$ cat src/rtl/store_sequencer_if.sv
// Request/response and memory-control bundle between the main control FSM,
// the store sequencer, and the memory/MDR/store-merge path.
interface store_sequencer_if;
  logic       start;
  logic [1:0] store_type;
  logic [1:0] addr_lo;
  logic       abort;
  logic       busy;
  logic       done;
  logic       error;
  logic       mem_rd;
  logic       mem_wr;
  logic       mdr_we;
  logic [1:0] ss_ctrl;

  modport master (
    output start, store_type, addr_lo, abort,
    input  busy, done, error, mem_rd, mem_wr, mdr_we, ss_ctrl
  );

  modport slave (
    input  start, store_type, addr_lo, abort,
    output busy, done, error, mem_rd, mem_wr, mdr_we, ss_ctrl
  );
endinterface

$ cat src/rtl/store_sequencer.sv
// Multicycle store controller: direct word writes, read-modify-write for
// byte/halfword stores, alignment checking and abort before commit.
module store_sequencer #(
  parameter int unsigned MEM_LAT = 1
) (
  input logic           clk,
  input logic           reset,
  store_sequencer_if.slave bus
);

  localparam int unsigned CNT_W = 4;
  localparam logic [CNT_W-1:0] WAIT_INIT = (MEM_LAT > 0) ? CNT_W'(MEM_LAT - 1) : '0;

  localparam logic [1:0] ST_SW  = 2'b00;
  localparam logic [1:0] ST_SH  = 2'b10;
  localparam logic [1:0] ST_ILL = 2'b11;

  typedef enum logic [2:0] {
    IDLE  = 3'd0,
    READ  = 3'd1,
    WAIT  = 3'd2,
    LATCH = 3'd3,
    WRITE = 3'd4,
    DONE  = 3'd5,
    ERR   = 3'd6
  } state_t;

  state_t           state;
  logic [1:0]       type_q;
  logic [CNT_W-1:0] wait_cnt;

  // Outputs are registered alongside the state, so each branch loads the
  // decode of the state it is moving into.
  always_ff @(posedge clk or posedge reset) begin
    if (reset) begin
      state       <= IDLE;
      type_q      <= 2'b00;
      wait_cnt    <= '0;
      bus.busy    <= 1'b0;
      bus.done    <= 1'b0;
      bus.error   <= 1'b0;
      bus.mem_rd  <= 1'b0;
      bus.mem_wr  <= 1'b0;
      bus.mdr_we  <= 1'b0;
      bus.ss_ctrl <= 2'b00;
    end else begin
      bus.busy    <= 1'b1;
      bus.done    <= 1'b0;
      bus.error   <= 1'b0;
      bus.mem_rd  <= 1'b0;
      bus.mem_wr  <= 1'b0;
      bus.mdr_we  <= 1'b0;
      bus.ss_ctrl <= 2'b00;

      unique case (state)
        IDLE: begin
          if (bus.start) begin
            type_q <= bus.store_type;
            if ((bus.store_type == ST_ILL) ||
                (bus.store_type == ST_SW && bus.addr_lo != 2'b00) ||
                (bus.store_type == ST_SH && bus.addr_lo[0])) begin
              state     <= ERR;
              bus.error <= 1'b1;
            end else if (bus.store_type == ST_SW) begin
              state      <= WRITE;
              bus.mem_wr <= 1'b1;
            end else begin
              state      <= READ;
              bus.mem_rd <= 1'b1;
            end
          end else begin
            bus.busy <= 1'b0;
          end
        end

        READ: begin
          wait_cnt <= WAIT_INIT;
          if (bus.abort) begin
            state    <= IDLE;
            bus.busy <= 1'b0;
          end else if (MEM_LAT > 0) begin
            state      <= WAIT;
            bus.mem_rd <= 1'b1;
          end else begin
            state       <= LATCH;
            bus.mdr_we  <= 1'b1;
            bus.ss_ctrl <= type_q;
          end
        end

        WAIT: begin
          if (bus.abort) begin
            state    <= IDLE;
            bus.busy <= 1'b0;
          end else if (wait_cnt == '0) begin
            state       <= LATCH;
            bus.mdr_we  <= 1'b1;
            bus.ss_ctrl <= type_q;
          end else begin
            wait_cnt   <= wait_cnt - CNT_W'(1);
            bus.mem_rd <= 1'b1;
          end
        end

        LATCH: begin
          if (bus.abort) begin
            state    <= IDLE;
            bus.busy <= 1'b0;
          end else begin
            state       <= WRITE;
            bus.mem_wr  <= 1'b1;
            bus.ss_ctrl <= type_q;
          end
        end

        WRITE: begin
          state    <= DONE;
          bus.done <= 1'b1;
        end

        DONE, ERR: begin
          state    <= IDLE;
          bus.busy <= 1'b0;
        end

        default: begin
          state    <= IDLE;
          bus.busy <= 1'b0;
        end
      endcase
    end
  end

endmodule
$ cat src/flat_wrapper.sv
// flat-port wrapper written by rule: the top's interface ports become plain ports
module store_sequencer_flat 
#(
  parameter int unsigned MEM_LAT = 1
)
  (clk, reset, bus_start, bus_store_type, bus_addr_lo, bus_abort, bus_busy, bus_done, bus_error, bus_mem_rd, bus_mem_wr, bus_mdr_we, bus_ss_ctrl);
  store_sequencer_if bus_i ();
  input logic clk;
  input logic reset;
  input wire logic [$bits(bus_i.start)-1:0] bus_start;
  input wire logic [$bits(bus_i.store_type)-1:0] bus_store_type;
  input wire logic [$bits(bus_i.addr_lo)-1:0] bus_addr_lo;
  input wire logic [$bits(bus_i.abort)-1:0] bus_abort;
  output wire logic [$bits(bus_i.busy)-1:0] bus_busy;
  output wire logic [$bits(bus_i.done)-1:0] bus_done;
  output wire logic [$bits(bus_i.error)-1:0] bus_error;
  output wire logic [$bits(bus_i.mem_rd)-1:0] bus_mem_rd;
  output wire logic [$bits(bus_i.mem_wr)-1:0] bus_mem_wr;
  output wire logic [$bits(bus_i.mdr_we)-1:0] bus_mdr_we;
  output wire logic [$bits(bus_i.ss_ctrl)-1:0] bus_ss_ctrl;
  assign bus_i.start = bus_start;
  assign bus_i.store_type = bus_store_type;
  assign bus_i.addr_lo = bus_addr_lo;
  assign bus_i.abort = bus_abort;
  assign bus_busy = bus_i.busy;
  assign bus_done = bus_i.done;
  assign bus_error = bus_i.error;
  assign bus_mem_rd = bus_i.mem_rd;
  assign bus_mem_wr = bus_i.mem_wr;
  assign bus_mdr_we = bus_i.mdr_we;
  assign bus_ss_ctrl = bus_i.ss_ctrl;
  store_sequencer #(.MEM_LAT(MEM_LAT)) u_core (.clk(clk), .reset(reset), .bus(bus_i));
endmodule
$ cat config.mk
export PLATFORM = sky130hd
export DESIGN_NAME = store_sequencer_flat
export DESIGN_NICKNAME = d
export VERILOG_FILES = /design/src/rtl/store_sequencer_if.sv /design/src/rtl/store_sequencer.sv /design/src/flat_wrapper.sv
export SDC_FILE = /design/constraint.sdc
export NUM_CORES = 1
export LEC_CHECK = 0
export BUFFER_PORTS_ARGS = -buffer_cell sky130_fd_sc_hd__buf_4
export CORE_MARGIN = 2
export CORE_UTILIZATION = 47
export DETAILED_ROUTE_END_ITERATION = 16
export GPL_TIMING_DRIVEN = 1
export PLACE_DENSITY = 0.84
export REMOVE_ABC_BUFFERS = 1
export SYNTH_ARGS = -nofsm -noshare
export SYNTH_HDL_FRONTEND = slang
export SYNTH_SLANG_ARGS = --single-unit
$ cat constraint.sdc
create_clock -name clk -period 1.4 [get_ports clk]
set_clock_uncertainty 0.05 [all_clocks]
set_input_delay 0.14 -clock clk [delete_from_list [all_inputs] [get_ports clk]]
set_output_delay 0.14 -clock clk [all_outputs]
set_load 0.05 [all_outputs]
# After elaboration in Yosys (flattened, before gate mapping)
# Cells that the tools add are included.
dict set report totals {
  reg_bits 17
  in_bits 8
  out_inout_bits 8
  wordCells 69
}
dict set report op_classes {
  add_sub_neg 1
  n_eq_ne 10
  n_mux 35
  n_reduce_logical 13
}
# cell count
set op_table {}
lappend op_table {{3-bit two-way mux} 6}
lappend op_table {{1-bit two-way mux} 17}
lappend op_table {{3-bit case mux with 5 select lines} 1}
lappend op_table {{2-bit two-way mux} 4}
lappend op_table {{4-bit two-way mux} 2}
lappend op_table {{4-bit case mux with 2 select lines} 1}
lappend op_table {{3-bit by 2-bit equality test with 1-bit output, second input constant} 2}
lappend op_table {{2-bit inequality test, second input constant} 3}
lappend op_table {{1-bit case mux with 3 select lines} 2}
lappend op_table {{2-bit equality test, second input constant} 2}
lappend op_table {{4-bit zero test} 1}
lappend op_table {{2-bit case mux with 2 select lines} 1}
lappend op_table {{2-bit AND reduction} 2}
lappend op_table {{2-bit nonzero test} 2}
lappend op_table {{4-bit by 1-bit subtractor with 4-bit output, second input constant} 1}
lappend op_table {{3-bit by 1-bit equality test with 1-bit output, second input constant} 1}
lappend op_table {{3-bit equality test, second input constant} 1}
lappend op_table {{3-bit zero test} 1}
lappend op_table {{3-bit by 2-bit inequality test with 1-bit output, second input constant} 1}
lappend op_table {{3-bit AND reduction} 1}
lappend op_table {{3-bit OR reduction} 1}
lappend op_table {{1-bit logical AND} 2}
lappend op_table {{2-bit zero test} 1}
lappend op_table {{1-bit logical OR} 2}
lappend op_table {{1-bit case mux with 2 select lines} 1}

# Depth between registers and ports, before layout
# Gate-level depths: netlist (run 1).
dict set report logic_depth {
  ltp_word 7
  ltp_mapped 5
  mapped_depth_nobuf 5
}

# Worst setup path after synthesis (run 1)
# No wires, ideal clock.
dict set report synth_path {
  kind {register -> register}
  startpoint {reg u_core.wait_cnt[0]}
  endpoint {reg u_core.wait_cnt[0]}
  arrival_time_ps 1366
  t_required_ps 1271
  setup_slack_ps -95
  stages_incl_launch_ff 6
  path_buffers 0
  path_cell_list {dfrtp_1 -> inv_1 -> ha_1 -> or3b_2 -> nand2_1 -> mux2i_1}
}
dict set report synth_between {
  elab_chain_cells 4
  word_cells_on_any_way 7
}
# element line_no
set synth_lines {}
lappend synth_lines {{start: declaration} store_sequencer.sv:30} ;# logic [CNT_W-1:0] wait_cnt;
lappend synth_lines {{start signal: assignment} store_sequencer.sv:100} ;# wait_cnt <= wait_cnt - CNT_W'(1);
lappend synth_lines {{4-bit by 1-bit subtractor with 4-bit output} store_sequencer.sv:100}
lappend synth_lines {{4-bit two-way mux} store_sequencer.sv:95} ;# end else if (wait_cnt == '0) begin
lappend synth_lines {{4-bit two-way mux} store_sequencer.sv:92} ;# if (bus.abort) begin
lappend synth_lines {{4-bit case mux with 2 select lines} store_sequencer.sv:55} ;# unique case (state)
# Parallel ways exist; a longest one is shown, timed or not. The select of a mux whose other input is x is not followed.
# A chain may end at the register's enable or synchronous reset.

# Worst setup path after layout (run 1)
# Ends and elaborated chain as after synthesis.

==> impl_metrics.json, run 1 <==
{
  "first_global_vias": 658,
  "port_buffers": 15,
  "drtAntennaViolNets": 0,
  "use_met3_pct": 4.37,
  "syn_inst": 78,
  "rows": 15,
  "finalCriticalPeriod_ns": 1.45,
  "synth_edf_count": 0,
  "area_growth_pct": 37.8,
  "vias": 714,
  "fin_setup_tns_ns": -0.159,
  "grt_pass1_wl_mm": 2.92,
  "critPathCaptureType": "flip-flop",
  "p_leak_nw": 0.597,
  "place_ws_ns": -0.166,
  "cts.path.max_buffers": 2,
  "worstPathMaxFanout": 3,
  "grtUsageTotal_pct": 20.2,
  "grt_util_met1_pct": 24.8,
  "slew_violations": 0,
  "htree_levels": 1,
  "outcome": "finished with violations",
  "irDropWorstVdd_mv": 1.02,
  "insertion_delay_ns": 0.30,
  "ys_warn_count": 0,
  "hold_class": "primary input to flip-flop",
  "antenna_found_initial": 0,
  "die_w_um": 46.0,
  "max_slew_margin_pct": 57.3,
  "cts_root_buf": "clkbuf_4",
  "hold_slack_ns": 0.0476,
  "async_reset_ff_share_pct": 100,
  "rsz0062_at_grt": "true",
  "synth-compound-area-share_pct": 13.6,
  "grt_util_met2_pct": 31.7,
  "synth-main-ff-cell": "dfrtp_1",
  "min_to": "u_core.type_q[0]",
  "grt_max_degree": 18,
  "synth_top_family_by_area": "simple AND/OR/NAND/NOR gates",
  "firstDrtPassIters": 4,
  "synthAdderAreaFrac_pct": 1.51,
  "synthMuxAreaShare_pct": 6.33,
  "reg2reg_depth": 5,
  "synth_xor_area_share_pct": 0,
  "worstHoldStart": "bus_store_type[0]",
  "wl_per_cell_um": 15.3,
  "start_util_pct": 49.2,
  "drv_cap": 0,
  "diodes": 0,
  "wl_mm": 1.91,
  "core-area_mm2": 0.00169,
  "holdPathStages": 2,
  "setup_violations": 4,
  "via_per_inst": 5.71,
  "fmax_mhz": 691,
  "synth_seq_area_share_pct": 51.2,
  "yosys.area_share.simple_pct": 21.8,
  "min_period_over_period_pct": 103,
  "tightest_slew_ns": 0.639,
  "yosysUniqueCellTypes": 34,
  "stdcell_count": 125,
  "numCtsBuffers": 3,
  "critPathKind": "flip-flop to flip-flop",
  "overflow": 0,
  "reg2reg_to": "u_core.wait_cnt[0]",
  "power-per-cell-area_mw_per_mm2": 2200,
  "clk_pin_slew_worst_paths_ns": 0.10,
  "violations": "negative setup slack",
  "cts_tree": "done",
  "die_area_mm2": 0.00212,
  "critPathLaunchType": "flip-flop",
  "post-place-cells": 117,
  "r2r_slack_ns": -0.05,
  "route.detailed.drc": 0,
  "hold_viol": 0,
  "required_ns": 1.58,
  "design_area_mm2": 0.00114,
  "clock-sinks": 17,
  "postPlaceCellArea_mm2": 0.00102,
  "drive_gt1_share_pct": 43.5,
  "place.gp.congestion": 0.808,
  "busiest_layer": "met2",
  "final_core_util_pct": 67.8,
  "nets": 118,
  "hpwlAfterDp_mm": 1.28,
  "total_power_mw": 2.52,
  "fin_ws_ns": -0.0477,
  "syn_avg_cell_area_um2": 10.7,
  "reg2reg_from": "u_core.wait_cnt[0]",
  "die_h_um": 46.0,
  "syn_area_um2": 831,
  "ioPinCount": 16,
  "ys_ff_latch": 17,
  "crit_arrival_ns": 1.63,
  "drt_iter0_drc": 24
}
-- power by group --
group | total (mW) | internal [mW] | switching [mW]
logic | 1.44 | 0.673 | 0.769
clock network | 0.278 | 0.111 | 0.166
registers | 0.803 | 0.665 | 0.138
-- state kept, by name (all words and copies together), names as in the netlist --
name	flops
u_core.wait_cnt	4
u_core.state	3
u_core.bus.ss_ctrl	2
u_core.type_q	2
u_core.bus.busy	1
u_core.bus.done	1
u_core.bus.error	1
u_core.bus.mdr_we	1
u_core.bus.mem_rd	1
u_core.bus.mem_wr	1
-- synth_stat cells, drive strengths merged, types with 2 or more instances --
cell	instances	area share, %
nor3b	2	1.8
inv	7	3.2
mux2	2	2.7
nor2	6	2.7
nand2	5	2.3
buf	2	2.0
a21oi	6	3.6
or3b	3	3.2
dfrtp	17	51
nor2b	3	2.3
mux2i	3	3.6
nor3	2	1.2
-- worst max-delay path, stage by stage (launching register included) --
cell     delay, ns
dfrtp_1       0.40
inv_1         0.06
ha_1          0.15
or3b_4        0.42
nand2_4       0.09
mux2i_1       0.19
-- routing by layer --
metal / part of all wire [%] / routed length [um]
met1: 44 / 847
met5: 0 / 0
met3: 2.9 / 56
met2: 50 / 956
met4: 2.4 / 46
-- cell type report --
| cell class | count | area (um2) |
|---|---|---|
| well taps | 17 | 21.3 |
| fillers | 118 | 544 |
| inverters | 7 | 26.3 |
| flip-flops and latches | 17 | 428 |
| repair buffers | 29 | 231 |
| multi-input cells | 51 | 412 |
| clock buffers | 4 | 26.3 |
-- cells by family after synthesis --
| group | count (synthesis) |
|---|---|
| AOI/OAI and AO/OA | 16 |
| muxes | 5 |
| and+or+nand+nor | 29 |
| adders and majority gates | 1 |
| buffers and inverters | 10 |
| DFF | 17 |
-- layout by cell type (no fill, tap or decap), types with 2 or more instances in the layout --
cell type,synthesis,layout
a21oi_2,0,3
mux2i_1,3,3
or3b_1,2,2
nor2_1,6,6
buf_6,1,3
mux2_2,2,2
a21oi_1,6,3
nand2_1,5,4
dfrtp_1,17,15
buf_4,0,25
dfrtp_2,0,2
nor2b_1,3,3
clkbuf_4,0,3
inv_1,7,7
-- timing repair --
action                                  CTS  global route
endpoints found under the setup margin   11            13
hold buffers                              1             0
setup buffers                             2             1
endpoints found under the hold margin    17             0
gates resized for setup                  13             5
cloned                                    0             0
pin swaps                                 4             3
-- how the worst max path moves through the flow --
stage                             startpoint            endpoint
final                     u_core.wait_cnt[0]  u_core.wait_cnt[0]
after global routing      u_core.wait_cnt[0]  u_core.wait_cnt[0]
after CTS                 u_core.wait_cnt[0]  u_core.wait_cnt[0]
after detailed placement  u_core.wait_cnt[0]  u_core.wait_cnt[0]
after global placement    u_core.wait_cnt[0]   u_core.bus.mem_rd
after floorplan           u_core.wait_cnt[0]  u_core.wait_cnt[0]
(Power assumes the default switching activity.)
==> inputs of run 2 (changes only) <==
Settings changed: BUFFER_PORTS_ARGS -buffer_cell sky130_fd_sc_hd__buf_4 to unset, CORE_UTILIZATION 47 to 53, DONT_BUFFER_PORTS set to 1, PLACE_DENSITY 0.84 to 0.83.
==> impl_metrics.json, run 2 (synthesis gave the netlist of run 1 again) <==
{
  "power-per-cell-area_mw_per_mm2": 2230,
  "max_slew_margin_pct": 59.5,
  "critPathKind": "flip-flop to flip-flop",
  "nets": 106,
  "irDropWorstVdd_mv": 1.37,
  "port_buffers": 0,
  "grt_pass1_wl_mm": 2.91,
  "slew_violations": 0,
  "core-area_mm2": 0.00149,
  "layout_common_cells": "dfrtp_1, buf_4, inv_1",
  "clock-sinks": 17,
  "setup_violations": 2,
  "cts_root_buf": "clkbuf_4",
  "insertion_delay_ns": 0.28,
  "route.detailed.drc": 0,
  "cts_tree": "done",
  "place.gp.congestion": 0.836,
  "diodes": 0,
  "outcome": "finished with violations",
  "grt_max_degree": 18,
  "fmax_mhz": 712,
  "numCtsBuffers": 3,
  "hold_viol": 0,
  "die_w_um": 43.6,
  "start_util_pct": 55.8,
  "top_regs": "u_core.wait_cnt (4), u_core.state (3)",
  "tightest_slew_ns": 0.606,
  "clk_pin_slew_worst_paths_ns": 0.09,
  "cts.path.max_buffers": 2,
  "die_h_um": 43.6,
  "hold_class": "primary input to flip-flop",
  "area_growth_pct": 24.8,
  "crit_arrival_ns": 1.57,
  "critPathCaptureType": "flip-flop",
  "worstPathMaxFanout": 3,
  "finalCriticalPeriod_ns": 1.41,
  "fin_setup_tns_ns": -0.00512,
  "vias": 667,
  "p_leak_nw": 0.514,
  "critPathLaunchType": "flip-flop",
  "rsz0062_at_grt": "true",
  "min_period_over_period_pct": 100,
  "wl_per_cell_um": 15.7,
  "wl_mm": 1.75,
  "drv_cap": 0,
  "overflow": 0,
  "hpwlAfterDp_mm": 1.09,
  "first_global_vias": 658,
  "largest_reg_flops": 4,
  "rows": 14,
  "grtUsageTotal_pct": 21.2,
  "die_area_mm2": 0.00190,
  "num-fill-cells": 101,
  "mostFrequentLayoutCell": "dfrtp_1",
  "htree_levels": 1,
  "ioPinCount": 16,
  "regMostFlops": "u_core.wait_cnt",
  "firstDrtPassIters": 4,
  "total_power_mw": 2.31,
  "violations": "negative setup slack",
  "hold_slack_ns": 0.0315,
  "fin_ws_ns": -0.00502,
  "required_ns": 1.56,
  "via_per_inst": 5.96,
  "antenna_found_initial": 0,
  "drive_gt1_share_pct": 30.2,
  "drt_iter0_drc": 13,
  "drtAntennaViolNets": 0
}
[run 2: area by class of cell]
class,instances,area (um2),share of cell area [%]
well taps,16,20.0,1.93
inverters,7,26.3,2.53
flip-flops and latches,17,428,41.3
repair buffers,17,144,13.9
clock buffers,4,26.3,2.53
multi-input cells,51,393,37.9
[run 2: layer usage]
metal | wire length (um) | global-route usage, % | up-vias
li1 | - | - | 312
met1 | 750 | 27.8 | 329
met2 | 886 | 33.5 | 20
met3 | 68 | 3.75 | 6
met4 | 48 | 10.9 | 0
met5 | 0 | 0 | -
[run 2: path summary, 6_finish.rpt]
kind	from	to	slack, ns	cells past startpoint
min reg2reg	u_core.type_q[0]	u_core.bus.ss_ctrl[0]	0.45	2
min	bus_abort	u_core.wait_cnt[3]	0.03	3
min in group asynchronous	reset	u_core.bus.mem_rd	0.31	2
max reg2reg	u_core.wait_cnt[0]	u_core.wait_cnt[1]	-0.005	5
max in group asynchronous	reset	u_core.state[2]	0.56	2
max	u_core.wait_cnt[0]	u_core.wait_cnt[1]	-0.005	5
[run 2: metrics by stage]
step           setup slack, ns  cells  utilization, %  area, um2
4_1_cts                -0.0498    112            67.8       1010
5_1_grt                 -0.118    112            69.7       1040
2_1_floorplan          -0.0953     75               -        811
3_3_place_gp           -0.0818    102            61.3        913
3_5_place_dp            -0.135    102            61.3        913
6_report              -0.00502    112            69.7       1040
[run 2: timing repair]
item / CTS / global route
buffers inserted: 1 / 0
cloned: 0 / 0
pin swaps: 4 / 3
hold buffers: 5 / 0
gates resized for setup: 5 / 7
hold endpoints to repair: 22 / 0
endpoints found under the setup margin: 6 / 13
[run 2: worst max-delay path: stages (launching register included)]
cell	delay (ns)
dfrtp_1	0.38
inv_1	0.06
ha_1	0.15
or3b_4	0.40
nand2_2	0.11
mux2i_1	0.18
[run 2: power by group]
| part | switching [mW] | internal (mW) |
|---|---|---|
| clock | 0.144 | 0.111 |
| combinational | 0.464 | 0.543 |
| sequential | 0.386 | 0.662 |
